`config.mk`:
```
export PLATFORM = sky130hd
export DESIGN_NAME = mem_access_ctrl
export DESIGN_NICKNAME = d
export VERILOG_FILES = /design/src/rtl/mem_access_ctrl.sv
export SDC_FILE = /design/constraint.sdc
export NUM_CORES = 1
export LEC_CHECK = 0
export ABC_AREA = 1
export CORE_UTILIZATION = 30
export CTS_BUF_LIST = sky130_fd_sc_hd__clkbuf_4
export CTS_CLUSTER_DIAMETER = 40
export DETAILED_ROUTE_END_ITERATION = 10
export GPL_ROUTABILITY_DRIVEN = 0
export HOLD_SLACK_MARGIN = 0.03
export PLACE_DENSITY = 0.56
export SLEW_MARGIN = 20
export SYNTH_ARGS = -nofsm -noshare
export SYNTH_HDL_FRONTEND = slang
export SYNTH_SLANG_ARGS = --single-unit
```
`constraint.sdc`:
```
create_clock -name clk -period 7.35 [get_ports clk]
set_clock_uncertainty 0.05 [all_clocks]
set_input_delay 1.47 -clock clk [delete_from_list [all_inputs] [get_ports clk]]
set_output_delay 1.47 -clock clk [all_outputs]
set_load 0.005 [all_outputs]
```
`src/rtl/mem_access_ctrl.sv`:
```
// Data-memory access sequencer for the MEM stage: splits misaligned accesses into
// two word transactions, drives byte enables / shifted store data, extends loads.
module mem_access_ctrl #(
    parameter int TIMEOUT_CYC = 255,
    parameter int CNT_W       = 8
) (
    input  logic        clk,
    input  logic        rst,
    input  logic        req_valid,
    input  logic        req_we,
    input  logic [2:0]  req_type,
    input  logic [31:0] req_addr,
    input  logic [31:0] req_wdata,
    output logic        stall,
    output logic        done,
    output logic        err,
    output logic [31:0] load_data,
    output logic        mem_req,
    output logic        mem_we,
    output logic [29:0] mem_addr,
    output logic [3:0]  mem_be,
    output logic [31:0] mem_wdata,
    input  logic [31:0] mem_rdata,
    input  logic        mem_ready
);

    typedef enum logic [1:0] {IDLE = 2'd0, ACC0 = 2'd1, ACC1 = 2'd2, DONE = 2'd3} state_t;

    function automatic logic [3:0] size_mask(input logic [2:0] t);
        case (t[1:0])
            2'b00:   size_mask = 4'b0001;
            2'b01:   size_mask = 4'b0011;
            default: size_mask = 4'b1111;
        endcase
    endfunction

    // Reserved encodings and unsigned-store encodings never reach memory
    function automatic logic is_bad(input logic we, input logic [2:0] t);
        is_bad = (t[1:0] == 2'b11) || (t[2] && t[1]) || (we && t[2]);
    endfunction

    function automatic logic [31:0] extend_load(input logic [31:0] hi, input logic [31:0] lo,
                                                input logic [1:0] off, input logic [2:0] t);
        logic [31:0] v;
        v = 32'({hi, lo} >> {off, 3'b000});
        case (t)
            3'b000:  extend_load = {{24{v[7]}}, v[7:0]};
            3'b001:  extend_load = {{16{v[15]}}, v[15:0]};
            3'b100:  extend_load = {24'h000000, v[7:0]};
            3'b101:  extend_load = {16'h0000, v[15:0]};
            default: extend_load = v;
        endcase
    endfunction

    state_t      state_r, state_s;
    logic [31:0] addr_r, wdata_r, lo_r, hi_r, load_data_r;
    logic [31:0] addr_s, wdata_s, lo_s, hi_s, ld_s;
    logic        we_r, we_s, err_r, err_s, done_r;
    logic [2:0]  type_r, type_s;
    logic [CNT_W-1:0] cnt_r, cnt_s;
    logic        accept_s, span_s, timeout_s;
    logic [1:0]  off_s;
    logic [7:0]  m8_s;
    logic        mem_req_r, mem_we_r, mem_req_s, mem_we_s;
    logic [29:0] mem_addr_r, mem_addr_s;
    logic [3:0]  mem_be_r, mem_be_s;
    logic [31:0] mem_wdata_r, mem_wdata_s;

    assign stall     = req_valid & (state_r != DONE);
    assign done      = done_r;
    assign err       = err_r;
    assign load_data = load_data_r;
    assign mem_req   = mem_req_r;
    assign mem_we    = mem_we_r;
    assign mem_addr  = mem_addr_r;
    assign mem_be    = mem_be_r;
    assign mem_wdata = mem_wdata_r;

    // Request view: the incoming request on acceptance, otherwise the latched one
    always_comb begin
        accept_s  = (state_r == IDLE) && req_valid;
        addr_s    = accept_s ? req_addr  : addr_r;
        wdata_s   = accept_s ? req_wdata : wdata_r;
        we_s      = accept_s ? req_we    : we_r;
        type_s    = accept_s ? req_type  : type_r;
        off_s     = addr_s[1:0];
        m8_s      = {4'b0000, size_mask(type_s)} << off_s;
        span_s    = (m8_s[7:4] != 4'b0000);
        timeout_s = (cnt_r == CNT_W'(TIMEOUT_CYC - 1)) && !mem_ready;
    end

    // Next-state, capture and completion logic
    always_comb begin
        state_s = state_r;
        cnt_s   = cnt_r;
        lo_s    = lo_r;
        hi_s    = hi_r;
        err_s   = err_r;
        ld_s    = load_data_r;
        case (state_r)
            IDLE: begin
                if (req_valid) begin
                    cnt_s = {CNT_W{1'b0}};
                    if (is_bad(req_we, req_type)) begin
                        state_s = DONE;
                        err_s   = 1'b1;
                        ld_s    = 32'h0000_0000;
                    end else begin
                        state_s = ACC0;
                    end
                end else begin
                    state_s = IDLE;
                end
            end
            ACC0: begin
                if (mem_ready) begin
                    lo_s  = mem_rdata;
                    cnt_s = {CNT_W{1'b0}};
                    if (span_s) begin
                        state_s = ACC1;
                    end else begin
                        state_s = DONE;
                        err_s   = 1'b0;
                        ld_s    = we_r ? 32'h0000_0000 : extend_load(hi_r, mem_rdata, off_s, type_r);
                    end
                end else if (timeout_s) begin
                    state_s = DONE;
                    err_s   = 1'b1;
                    ld_s    = 32'h0000_0000;
                end else begin
                    cnt_s = cnt_r + {{(CNT_W-1){1'b0}}, 1'b1};
                end
            end
            ACC1: begin
                if (mem_ready) begin
                    hi_s    = mem_rdata;
                    state_s = DONE;
                    err_s   = 1'b0;
                    ld_s    = we_r ? 32'h0000_0000 : extend_load(mem_rdata, lo_r, off_s, type_r);
                end else if (timeout_s) begin
                    state_s = DONE;
                    err_s   = 1'b1;
                    ld_s    = 32'h0000_0000;
                end else begin
                    cnt_s = cnt_r + {{(CNT_W-1){1'b0}}, 1'b1};
                end
            end
            DONE:    state_s = IDLE;
            default: state_s = IDLE;
        endcase
    end

    // Memory port values for the state being entered, so the port is registered
    always_comb begin
        mem_req_s   = 1'b0;
        mem_we_s    = 1'b0;
        mem_addr_s  = 30'd0;
        mem_be_s    = 4'b0000;
        mem_wdata_s = 32'h0000_0000;
        case (state_s)
            ACC0: begin
                mem_req_s   = 1'b1;
                mem_we_s    = we_s;
                mem_addr_s  = addr_s[31:2];
                mem_be_s    = m8_s[3:0];
                mem_wdata_s = wdata_s << {off_s, 3'b000};
            end
            ACC1: begin
                mem_req_s   = 1'b1;
                mem_we_s    = we_s;
                mem_addr_s  = addr_s[31:2] + 30'd1;
                mem_be_s    = m8_s[7:4];
                // (0 - off) mod 4 == 4 - off for the split offsets 1..3
                mem_wdata_s = wdata_s >> {2'd0 - off_s, 3'b000};
            end
            default: mem_req_s = 1'b0;
        endcase
    end

    // State, latched request and registered outputs
    always_ff @(posedge clk) begin
        if (rst) begin
            state_r     <= IDLE;
            addr_r      <= 32'h0000_0000;
            wdata_r     <= 32'h0000_0000;
            we_r        <= 1'b0;
            type_r      <= 3'b000;
            lo_r        <= 32'h0000_0000;
            hi_r        <= 32'h0000_0000;
            cnt_r       <= {CNT_W{1'b0}};
            err_r       <= 1'b0;
            load_data_r <= 32'h0000_0000;
            done_r      <= 1'b0;
            mem_req_r   <= 1'b0;
            mem_we_r    <= 1'b0;
            mem_addr_r  <= 30'd0;
            mem_be_r    <= 4'b0000;
            mem_wdata_r <= 32'h0000_0000;
        end else begin
            state_r     <= state_s;
            addr_r      <= addr_s;
            wdata_r     <= wdata_s;
            we_r        <= we_s;
            type_r      <= type_s;
            lo_r        <= lo_s;
            hi_r        <= hi_s;
            cnt_r       <= cnt_s;
            err_r       <= err_s;
            load_data_r <= ld_s;
            done_r      <= (state_s == DONE);
            mem_req_r   <= mem_req_s;
            mem_we_r    <= mem_we_s;
            mem_addr_r  <= mem_addr_s;
            mem_be_r    <= mem_be_s;
            mem_wdata_r <= mem_wdata_s;
        end
    end

endmodule

```
==> results of run 1 <==
## worst max-delay path, stage by stage
cell             delay (ns)
clkdlybuf4s50_1        0.52
nand2_4                0.37
buf_4                  0.44
o21ai_2                0.16
nand2_1                0.11
nand2_1                0.08
a21oi_2                0.21
nand3_1                0.11
nand2_1                0.09
nand2_1                0.09
inv_1                  0.08
ha_1                   0.23
nor2_2                 0.10
buf_4                  0.29
inv_1                  0.07
buf_4                  0.25
nor2_1                 0.76
inv_1                  0.15
nor2_1                 0.14
a21oi_1                0.05
a21oi_1                0.16
## metrics by stage
stage          area [µm²]  setup WS, ns  cells  total power [mW]  util, %
3_5_place_dp        15200          1.31   2613              2.36     36.0
4_1_cts             16100          2.08   2728              3.62     38.0
5_1_grt             16100          1.66   2729              3.81     38.0
2_1_floorplan       12900          3.54   1980              2.05        -
6_report            16100          1.98   2729              3.60     38.0
3_3_place_gp        15200          1.36   2613              2.35     36.0
## area by class of cell
| class | count | area [µm²] | area share (%) |
|---|---|---|---|
| Timing Repair Buffer | 222 | 2180 | 13.6 |
| Multi-Input combinational cell | 1468 | 7070 | 44.0 |
| Inverter | 148 | 556 | 3.46 |
| Tap cell | 539 | 674 | 4.20 |
| Clock inverter | 10 | 63.8 | 0.397 |
| Antenna cell | 1 | 2.50 | 0.0156 |
| Clock buffer | 105 | 788 | 4.91 |
| Sequential cell | 236 | 4720 | 29.4 |
## report_power, final
part / total (mW) / leakage, nW / internal (mW) / switching (mW)
sequential: 1.39 / 1.92 / 1.35 / 0.0363
clock: 1.25 / 0.522 / 0.678 / 0.577
combinational: 0.956 / 4.05 / 0.315 / 0.641
## flip-flops by register name, indices dropped and copies added, names as in the netlist
signal	count
state_r	2
mem_req	1
mem_be	4
hi_r	24
wdata_r	32
err	1
mem_we	1
done	1
addr_r	32
mem_wdata	32
we_r	1
type_r	3
load_data	32
mem_addr	30
cnt_r	8
lo_r	32
## layer usage
| layer | track usage (%) | routed length [µm] |
|---|---|---|
| met2 | 33.2 | 21100 |
| met3 | 4.76 | 4300 |
| met1 | 29.2 | 21400 |
| met4 | 7.83 | 1300 |
| met5 | 0 | 0 |
## cells in the mapped netlist (all sizes together) (2+ instances only)
cell and n:
or2 13, a2bb2oi 9, dfxtp 236, xor2 4, nand2 533, o22ai 8
a221oi 12, mux2i 10, a21oi 142, buf 52, a31oi 6, nand3 140
a211oi 7, o211ai 22, o21ai 229, nor3 19, clkbuf 76, nand4 16
o221ai 2, a311oi 2, ha 13, nor2 265, a22oi 4, inv 147
a32oi 5
## logic make-up after synthesis
| logic type | Yosys count | share of synthesized area [%] |
|---|---|---|
| AO/OA/AOI/OAI | 452 | 20.1 |
| flip-flops | 236 | 36.5 |
| XOR/XNOR | 4 | 0.271 |
| AND/OR/NAND/NOR | 989 | 32.0 |
| multiplexers | 10 | 0.774 |
| adder cells (fa/ha/maj) | 13 | 1.26 |
| buffers and inverters | 276 | 9.10 |
## path summary, 6_finish.rpt
kind | from | endpoint | slack (ns) | cells past startpoint
max | req_valid | mem_addr[18] | 1.98 | 21
min | lo_r[19] | lo_r[19] | 0.42 | 2
max reg2reg | state_r[1] | mem_addr[18] | 2.51 | 22
min reg2reg | lo_r[19] | lo_r[19] | 0.42 | 2
==> results by group, run 1 <==
Logic synthesis
  • Top-area cell type share of the netlist area: 36.5%
  • Syn Area/Cell: 6.54 µm²
  • Seq/Total Area, Yosys: 36.5%
  • Post-synthesis cell type with the largest combined area: dfxtp_1
  • Unique masters post-synth: 50
  • EDFF count, synth: 0
  • FF+latch count, synth: 236
  • Ys Warns: 0
  • Post-synthesis instance total: 1980
  • Syn Std Cell Area: 12900 µm²
  • Area contributors post-synth: dfxtp_1, nand2_1, nor2_1
  • Dominant synthesized flop cell: dfxtp_1
  • Synthesized Nets: 2097
  • Async set-reset flop share out of synthesis: 0%

Drt
  • Routed via count: 14096
  • Vias per inst: 5.17
  • Routed WL: 48.1 mm
  • First DRT Iteration DRCs: 1204
  • Pre-Repair DR Iteration Count: 6
  • Routed Antenna Nets: 0
  • Routed length per instance: 17.6 µm
  • DRC Markers: 0

STA
  • Max Freq: 186 MHz
  • Slew @ Worst Pin: 1.14 ns
  • Setup TNS: 0 ns
  • Final slew viol count: 0
  • Final setup viols: 0
  • Worst slew margin: 22.9%
  • Hold slack: 0.423 ns
  • Tmin final: 5.37 ns
  • RSZ-0062 raised after global routing: no
  • Final period utilization: 73.0%
  • Final Hold Fails: 0

Setup path
  • Worst-path fanout max: 35
  • CP required: 7.93 ns
  • Critical Path Source Type: primary input
  • Crit. End Element: flip-flop
  • Crit Path Class: in -> reg
  • Crit path arrival time: 5.95 ns

Clock tree
  • Clk_lat worst skew: 0.73 ns
  • CTS Buffer Depth: 3
  • CTS Buf Count: 68
  • Clock root buffer: clkbuf_4
  • CTS resizes: 0
  • Clock-pin slew on the worst setup and hold paths: 0.06 ns
  • Postcts setup bufs: 0
  • Post-CTS Hold Fix Bufs: 0
  • H-tree depth: 3
  • Clock sinks: 236
  • CTS tree: yes

Worst hold path
  • Hold WC Path Type: reg -> reg

Global route
  • GRT Resource Usage Total: 21.5%
  • Initial antenna violation count: 1
  • Overflow after GRT: 0
  • Largest net degree at the start of global routing: 106
  • First-pass GRT wire length: 74.0 mm
  • Vias in the first global route: 13075

Power
  • Worst IR Drop VDD: 0.0949 mV
  • Power Density: 224 nW/µm²
  • P_leak: 6.50 nW

Layout
  • Commonest cells after routing, fill and taps aside: nand2_1, nor2_1, dfxtp_1, clkdlybuf4s50_1, o21ai_0
  • Share of layout cells above drive strength 1: 9.46%
  • # fillers: 4510
  • NumNets Final: 2261
  • Commonest non-fill, non-tap cell in the layout: nand2_1
  • Layout area overhead: 24.1%

Die
  • Die height: 210 µm
  • Initial core utilization: 30.6%
  • Die area: 44000 µm²
  • IO Pins: 207
  • Std-Cell Rows: 75
  • Core Area: 42200 µm²
  • Die extent in x: 210 µm

Placement
  • Port Buf Inserts: 206
  • DP Wirelength: 33.3 mm

Run status
  • Status: finished clean

Run
  • Max-cap violations: 0
(Power assumes the default switching activity.)
==> run 2, diff against run 1 <==
==> constraint.sdc (replaced) <==
create_clock -name clk -period 5.1 [get_ports clk]
set_clock_uncertainty 0.05 [all_clocks]
set_input_delay 1.02 -clock clk [delete_from_list [all_inputs] [get_ports clk]]
set_output_delay 1.02 -clock clk [all_outputs]
set_load 0.005 [all_outputs]
==> run 2 against run 1 <==
Effect of this change: worst hold slack worse by 0.0065 ns; total power is 45% higher; combinational power up 46%; via count rose by 0.34%; die area is the same; clock power increased by 47%; sequential power is 44% higher; register-to-register slack got worse by 1.4 ns; sequential cell count stayed put; critical path depth is 7 lower.
==> results by group, run 2 (synthesis gave the netlist of run 1 again) <==
Run status
  • Status: finished clean

Die
  • Core Area: 42200 µm² (unchanged)
  • Die extent in x: 210 µm (unchanged)
  • Die area: 44000 µm² (unchanged)
  • Std-Cell Rows: 75 (unchanged)
  • Die height: 210 µm (unchanged)
  • IO Pins: 207 (unchanged)
  • Initial core utilization: 30.6% (unchanged)

STA
  • Max Freq: 249 MHz
  • Setup TNS: 0 ns (unchanged)
  • Final setup viols: 0 (unchanged)
  • Worst slew margin: 32.0% (+9.1 points)
  • Final period utilization: 78.7%
  • Final slew viol count: 0 (unchanged)
  • RSZ-0062 raised after global routing: no
  • Hold slack: 0.416 ns (-0.00654 ns)
  • Final Hold Fails: 0 (unchanged)
  • Slew @ Worst Pin: 1.02 ns (-0.121 ns)
  • Tmin final: 4.02 ns

Drt
  • DRC Markers: 0 (unchanged)
  • Routed WL: 47.8 mm (-0.57%)
  • Routed length per instance: 17.4 µm (-1.4%)
  • First DRT Iteration DRCs: 1148 (-4.7%)
  • Routed Antenna Nets: 0 (unchanged)
  • Routed via count: 14144 (+0.34%)
  • Vias per inst: 5.14 (-0.46%)
  • Pre-Repair DR Iteration Count: 5 (-1)

Setup path
  • Reg2Reg Depth: 14 (-36%)
  • Critical Path Source Type: flip-flop
  • Worst r2r src: state_r[0]
  • CP Buf/Inv Count: 5 (-2)
  • Crit path arrival time: 4.62 ns (-1.33 ns)
  • Crit Path Class: reg -> reg
  • Crit path max-delay family: buffers and inverters
  • Crit. End Element: flip-flop
  • CP dominant cell by count: inv_1
  • Slowest CP cell: ha_1
  • CP Depth: 14 (-33%)
  • Cells along the critical path: inv_1 > ha_1 > inv_1 > nand3_1 > nand2_1 > nand2_1 > inv_1 > ha_1 > nor2_2 > inv_1 > nor2_1 > buf_4 > nand2_1 > a21oi_1
  • FF-to-FF setup slack: 1.08 ns (-1.43 ns)
  • CP required: 5.71 ns (-2.22 ns)
  • Max stage delay on crit path: 0.81 ns (+0.05 ns)
  • Worst-path fanout max: 21 (-40%)
  • Terminus of the critical flop-to-flop path: mem_addr[18]

Global route
  • First-pass GRT wire length: 74.3 mm (+0.45%)
  • Largest net degree at the start of global routing: 107 (+0.94%)
  • Overflow after GRT: 0 (unchanged)
  • GRT Resource Usage Total: 21.5% (+0.044 points)
  • Initial antenna violation count: 3 (+2)
  • Vias in the first global route: 13464 (+3.0%)

Clock tree
  • Clk_lat worst skew: 0.77 ns (+0.04 ns)
  • CTS resizes: 0 (unchanged)
  • CTS Buffer Depth: 3 (unchanged)
  • CTS tree: yes
  • Clock-pin slew on the worst setup and hold paths: 0.06 ns (about the same)
  • CTS Buf Count: 71 (+4.4%)
  • Post-CTS Hold Fix Bufs: 0 (unchanged)
  • H-tree depth: 3 (unchanged)
  • Clock sinks: 236 (unchanged)
  • Clock root buffer: clkbuf_4
  • Postcts setup bufs: 0 (unchanged)

Placement
  • Dpl cell area: 15300 µm² (+0.92%)
  • DP Wirelength: 33.3 mm (about the same)
  • Placed insts: 2630 (+0.65%)
  • Port Buf Inserts: 206 (unchanged)

Power
  • P_leak: 6.59 nW (+1.4%)
  • Power Density: 323 nW/µm² (+44%)
  • Worst IR Drop VDD: 0.137 mV (+45%)

Worst hold path
  • Hold depth: 2 (unchanged)
  • Hold path startpoint: lo_r[20]
  • Hold WC Path Type: reg -> reg
  • Worst Hold Endpoint: lo_r[20]

Layout
  • Share of layout cells above drive strength 1: 9.83% (+0.37 points)
  • Post-Layout Cell Count: 2751 (+0.81%)
  • Commonest cells after routing, fill and taps aside: nand2_1, nor2_1, dfxtp_1, clkdlybuf4s50_1, o21ai_0
  • Layout area overhead: 25.3%
  • Fin area: 16200 µm² (+1.0%)
  • Commonest non-fill, non-tap cell in the layout: nand2_1
  • NumNets Final: 2281 (+0.88%)

Run
  • Max-cap violations: 0 (unchanged)
-- run 2: worst min-delay path, delay by kind of cell (launching register included) --
kind            cells  cell delay, ns
flops               1            0.30
buf+inv             1            0.06
compound gates      1            0.05
-- run 2: where the power goes --
| part | internal [mW] | switching [mW] |
|---|---|---|
| Combinational | 0.472 | 0.925 |
| Clock | 0.995 | 0.846 |
| Sequential | 1.95 | 0.0505 |
| Total | 3.41 | 1.82 |
-- run 2: metal layers --
metal / vias to the layer above / share of wire [%] / wire, µm / GRT usage (%)
met5: - / 0.027 / 13 / 0
met4: 2 / 3.7 / 1750 / 10.3
met3: 111 / 7.8 / 3710 / 4.89
met2: 581 / 42 / 20100 / 32.2
met1: 6543 / 46 / 22200 / 29.2
li1: 6907 / - / - / -
-- run 2: how the worst max path moves through the flow --
stage	slack (ns)	end	start
after floorplan	1.74	mem_addr[17]	req_valid
after global placement	0.55	load_data[28]	req_valid
after detailed placement	0.53	load_data[28]	req_valid
after CTS	1.21	mem_addr[18]	state_r[0]
after global routing	0.89	mem_addr[18]	state_r[0]
final	1.08	mem_addr[18]	state_r[0]
-- run 2: layout make-up --
type | count | area [µm²]
inverters | 148 | 556
multi-input cells | 1468 | 7070
repair buffers | 239 | 2320
fillers | 4484 | 26000
flip-flops and latches | 236 | 4720
well taps | 539 | 674
clock buffers | 100 | 751
diodes | 4 | 10.0
clock inverters | 17 | 120
-- run 2: metrics by stage --
stage          utilization (%)  total power [mW]  setup slack (ns)
2_1_floorplan                -              2.95              1.74
5_1_grt                   38.4              5.56             0.886
6_report                  38.4              5.23              1.08
3_5_place_dp              36.3              3.42             0.534
3_3_place_gp              36.3              3.41             0.551
4_1_cts                   38.4              5.28              1.21
